File: config.mk
export PLATFORM = sky130hd
export DESIGN_NAME = b_responder
export DESIGN_NICKNAME = d
export VERILOG_FILES = /design/src/rtl/b_responder.sv
export SDC_FILE = /design/constraint.sdc
export NUM_CORES = 1
export LEC_CHECK = 0
export ABC_CLOCK_PERIOD_IN_PS = 2360
export BUFFER_PORTS_ARGS = -buffer_cell sky130_fd_sc_hd__buf_4
export CAP_MARGIN = 20
export CORE_ASPECT_RATIO = 1.5
export CORE_MARGIN = 2
export CORE_UTILIZATION = 57
export DETAILED_ROUTE_END_ITERATION = 7
export PLACE_DENSITY = 0.88
export SETUP_SLACK_MARGIN = 0.1
export SYNTH_ARGS = -nofsm -noshare
export SYNTH_HDL_FRONTEND = slang
export SYNTH_SLANG_ARGS = --single-unit
File: constraint.sdc
create_clock -name clk -period 2.36 [get_ports clk]
set_input_delay 0.472 -clock clk [delete_from_list [all_inputs] [get_ports clk]]
set_output_delay 0.472 -clock clk [all_outputs]
set_load 0.005 [all_outputs]
File: src/rtl/b_responder.sv
// AXI4 slave write-response generator: pairs queued AW IDs with completed W responses in order.
// Optional handshake/error counters are enabled with B_RESPONDER_STATS_EN.
module b_responder #(
  parameter int ID_WIDTH = 4,
  parameter int DEPTH    = 4
) (
  input  logic                clk,
  input  logic                rstn,
  input  logic                aw_push,
  input  logic [ID_WIDTH-1:0] aw_id,
  output logic                aw_full,
  input  logic                w_push,
  input  logic [1:0]          w_resp,
  output logic                w_full,
  output logic                bvalid,
  input  logic                bready,
  output logic [ID_WIDTH-1:0] bid,
  output logic [1:0]          bresp,
  output logic                idle
`ifdef B_RESPONDER_STATS_EN
  ,
  output logic [15:0]         resp_count,
  output logic [15:0]         err_count
`endif
);

  localparam int              PW      = $clog2(DEPTH);
  localparam logic [PW:0]     CNT_MAX = (PW+1)'(DEPTH);
  localparam logic [PW:0]     CNT_ONE = (PW+1)'(1);
  localparam logic [PW-1:0]   PTR_ONE = PW'(1);

  logic [ID_WIDTH-1:0] r_aw_mem [DEPTH];
  logic [PW-1:0]       r_aw_wp, r_aw_rp;
  logic [PW:0]         r_aw_cnt;

  logic [1:0]          r_w_mem [DEPTH];
  logic [PW-1:0]       r_w_wp, r_w_rp;
  logic [PW:0]         r_w_cnt;

  logic                r_bvalid;
  logic [ID_WIDTH-1:0] r_bid;
  logic [1:0]          r_bresp;

  logic w_aw_push_ok, w_w_push_ok, w_pop;

  assign aw_full = (r_aw_cnt == CNT_MAX);
  assign w_full  = (r_w_cnt == CNT_MAX);

  // Pushes into a full FIFO are silently dropped; full comes from registered occupancy.
  assign w_aw_push_ok = aw_push && !aw_full;
  assign w_w_push_ok  = w_push && !w_full;
  assign w_pop        = (r_aw_cnt != '0) && (r_w_cnt != '0) && (!r_bvalid || bready);

  assign bvalid = r_bvalid;
  assign bid    = r_bid;
  assign bresp  = r_bresp;
  assign idle   = (r_aw_cnt == '0) && (r_w_cnt == '0) && !r_bvalid;

  always_ff @(posedge clk) begin
    if (w_aw_push_ok) r_aw_mem[r_aw_wp] <= aw_id;
    if (w_w_push_ok)  r_w_mem[r_w_wp]   <= w_resp;
  end

  always_ff @(posedge clk or negedge rstn) begin
    if (!rstn) begin
      r_aw_wp  <= '0;
      r_aw_rp  <= '0;
      r_aw_cnt <= '0;
    end else begin
      if (w_aw_push_ok) r_aw_wp <= r_aw_wp + PTR_ONE;
      if (w_pop)        r_aw_rp <= r_aw_rp + PTR_ONE;
      case ({w_aw_push_ok, w_pop})
        2'b10:   r_aw_cnt <= r_aw_cnt + CNT_ONE;
        2'b01:   r_aw_cnt <= r_aw_cnt - CNT_ONE;
        default: r_aw_cnt <= r_aw_cnt;
      endcase
    end
  end

  always_ff @(posedge clk or negedge rstn) begin
    if (!rstn) begin
      r_w_wp  <= '0;
      r_w_rp  <= '0;
      r_w_cnt <= '0;
    end else begin
      if (w_w_push_ok) r_w_wp <= r_w_wp + PTR_ONE;
      if (w_pop)       r_w_rp <= r_w_rp + PTR_ONE;
      case ({w_w_push_ok, w_pop})
        2'b10:   r_w_cnt <= r_w_cnt + CNT_ONE;
        2'b01:   r_w_cnt <= r_w_cnt - CNT_ONE;
        default: r_w_cnt <= r_w_cnt;
      endcase
    end
  end

  // Output register: the valid flag is the only control state.
  always_ff @(posedge clk or negedge rstn) begin
    if (!rstn) begin
      r_bvalid <= 1'b0;
      r_bid    <= '0;
      r_bresp  <= '0;
    end else if (w_pop) begin
      r_bvalid <= 1'b1;
      r_bid    <= r_aw_mem[r_aw_rp];
      r_bresp  <= r_w_mem[r_w_rp];
    end else if (r_bvalid && bready) begin
      r_bvalid <= 1'b0;
    end
  end

`ifdef B_RESPONDER_STATS_EN
  logic [15:0] r_resp_cnt, r_err_cnt;
  logic        w_hs;

  assign w_hs       = r_bvalid && bready;
  assign resp_count = r_resp_cnt;
  assign err_count  = r_err_cnt;

  always_ff @(posedge clk or negedge rstn) begin
    if (!rstn) begin
      r_resp_cnt <= '0;
      r_err_cnt  <= '0;
    end else if (w_hs) begin
      if (r_resp_cnt != 16'hFFFF)             r_resp_cnt <= r_resp_cnt + 16'd1;
      if (r_bresp[1] && r_err_cnt != 16'hFFFF) r_err_cnt <= r_err_cnt + 16'd1;
    end
  end
`endif

`ifndef SYNTHESIS
  always @(posedge clk) begin
    if (rstn) begin
      assert (!(aw_push && aw_full)) else $warning("b_responder: aw_push while aw_full, push dropped");
      assert (!(w_push && w_full))   else $warning("b_responder: w_push while w_full, push dropped");
    end
  end
`endif

endmodule

==> metrics.yaml <==
die_y_um: 76.3
placed_area_mm2: 0.00218
synth_nets: 142
path_max_fanout: 5
seq_area_mm2: 0.00125
nFillCells: 249
via_per_inst: 5.20
max_slew_margin: 0.719
r2r_end: "r_aw_cnt[2]"
antenna_found_initial: 0
slew_viol_final: 0
worstPathArrival_ns: 2.32
core_mm2: 0.00338
path_class: "reg -> reg"
clkPwrFrac: 0.211
grtUsageTotal: 0.173
vdd_drop_max_mv: 0.969
switching_share: 0.295
p_int_w: 0.00224
stdcell_area_mm2: 0.00232
synth_edf_count: 24
dieArea_mm2: 0.00398
leakage_nw: 0.976
fin_crit_ns: 2.14
max_freq_ghz: 0.468
grt_pass1_wl_um: 4850
start_util: 0.587
die_w_um: 52.2
finalSetupViolCount: 0
fp-row-count: 26
clock_latency_ns: 0.30
p_sw_w: 0.000936
rr_worst_depth: 7
overflow: 0
clkTransAtPathRegs_ns: 0.08
synthArstFlopShare: 0.467
dp_hpwl_um: 2150
h-tree-depth: 2
cp-endpoint: "r_aw_cnt[2]"
postSynthCellCount: 119
gp_congestion: 0.790
r2r_start: "r_aw_cnt[0]"
routed_wl_um: 2850
rsz0062_at_grt: "false"
cts_tree: "done"
synth_cell_type_count: 23
finalHoldViolations: 0
synth_seq_cells: 45
start_kind: "register"
io_pins: 21
syn_avg_cell_area_um2: 16.7
outcome: "finished clean"
worst_pin_slew_ns: 0.420
yosysSeqAreaShare: 0.627
setup_slack_ns: 0.224
whs_ns: 0.0427
numCtsBuffers: 5
ys.flop_type: "edfxtp_1"
drc_errors: 0
fin_setup_tns_ns: 0
r2r_slack_ns: 0.22
ys_warn_count: 0
drv_cap: 0
fin_worst_skew_ns: 0.00491
p_comb_frac: 0.365
clkSinkCount: 45
critPathLaunch: "r_aw_cnt[0]"
fin_cells: 188
cts_buffer_depth: 2
io_buffers: 20
post-place-ws_ns: 0.165
drtIter0Drc: 9
layout-drive-gt1-share: 0.342
drtAntennaViolNets: 0
place_inst: 180
hp-class: "in -> async"
wire_per_inst_um: 15.2
areaGrowthSynthToFinish_pct: 16.9
grt_max_degree: 22
vias: 978
period_share: 0.905
dr.pass1.iters: 2
cts_root_buffer: "clkbuf_8"
multi_input_area_um2: 699
power_frac_seq: 0.424
worstPathRequired_ns: 2.54
p_per_area_mw_per_mm2: 1370
nets: 168
first_global_vias: 1060
postCtsHoldBufs: 0
antenna_cells: 0
syn-cell-area_mm2: 0.00199
end_kind: "register"
==> layout make-up <==
| cell class | count | share of cell area |
|---|---|---|
| clock buffer | 5 | 0.0296 |
| timing repair buffer | 21 | 0.0679 |
| clock inverter | 3 | 0.0280 |
| inverter | 9 | 0.0145 |
| tap | 42 | 0.0226 |
| sequential | 45 | 0.536 |
| multi-input combinational | 63 | 0.301 |
==> cell usage after synthesis (all sizes together) (2+ instances only) <==
library cell,number,share of area
or3,2,0.011
nand2,2,0.0038
nor3b,2,0.0076
nand4,2,0.0063
and2,8,0.025
mux2,9,0.062
xor2,5,0.022
ha,10,0.063
nor2b,2,0.0063
dfrtp,21,0.26
fa,2,0.020
edfxtp,24,0.36
inv,9,0.017
nor2,2,0.0038
xnor2,7,0.031
mux4,6,0.068
==> flip-flops by register name, summed over array words and instances (netlist names) <==
name / cells
bresp: 2
bid: 4
bvalid: 1
r_w_cnt: 3
r_aw_rp: 2
r_w_mem: 8
r_aw_cnt: 3
r_w_rp: 2
r_aw_wp: 2
r_aw_mem: 16
r_w_wp: 2
==> worst max-delay path: stages (launching register included) <==
cell     delay, ns
dfrtp_1       0.44
or3_4         0.44
and3_4        0.17
ha_1          0.21
fa_1          0.40
xnor2_1       0.16
nor2_1        0.06
xor2_1        0.14
==> how the worst min path moves through the flow <==
stage          from        to  slack [ns]  cells after the start
3_3_place_gp   rstn  bresp[0]        0.37                      1
2_1_floorplan  rstn    bid[0]        0.18                      0
3_5_place_dp   rstn  bresp[0]        0.37                      1
6_report       rstn  bresp[0]        0.04                      1
4_1_cts        rstn    bid[3]        0.05                      1
5_1_grt        rstn  bresp[0]        0.06                      1
==> power by group through the flow <==
| stage | Combinational, W | Clock [W] | Sequential (W) |
|---|---|---|---|
| global route | 0.00130 | 0.000711 | 0.00139 |
| CTS | 0.00118 | 0.000686 | 0.00135 |
| floorplan | 0.000920 | 0 | 0.00129 |
| finish | 0.00116 | 0.000671 | 0.00135 |
| detailed placement | 0.00118 | 0 | 0.00137 |
| global placement | 0.00111 | 0 | 0.00135 |
==> through the flow <==
stage               power [W]  utilization
floorplan             0.00221            -
global placement      0.00246        0.645
detailed placement    0.00254        0.645
CTS                   0.00322        0.685
global route          0.00340        0.687
finish                0.00318        0.687
==> per-layer routing <==
metal | global-route usage | vias up | part of all wire | routed length (um)
met1 | 0.198 | 476 | 0.39 | 1110
li1 | - | 470 | - | -
met2 | 0.273 | 25 | 0.54 | 1530
met3 | 0.0647 | 7 | 0.046 | 132
met5 | 0 | - | 0 | 0
met4 | 0.0923 | 0 | 0.028 | 80
==> logic make-up after synthesis <==
family | share of synthesized area
adders and majority gates | 0.0831
muxes | 0.135
xor gates and xnor gates | 0.0529
DFF | 0.627
and+or+nand+nor | 0.0768
buffers and inverters | 0.0246
==> cell usage in the layout (no fill, tap or decap), types with 3 or more instances in the layout <==
master and n:
xor2_1 5, ha_1 10, mux2_2 3, mux4_2 6, dfrtp_1 21, and2_1 8, mux2_4 6, inv_1 9
buf_4 21, xnor2_1 7, clkbuf_8 5, edfxtp_1 24
==> timing repair <==
action / 4_1_cts / 5_1_grt
endpoints found under the hold margin: 0 / 0
endpoints found under the setup margin: 0 / 3
setup buffers: 0 / 0
gates resized for setup: 0 / 2
Note: power is estimated with default switching activity, not from simulation.
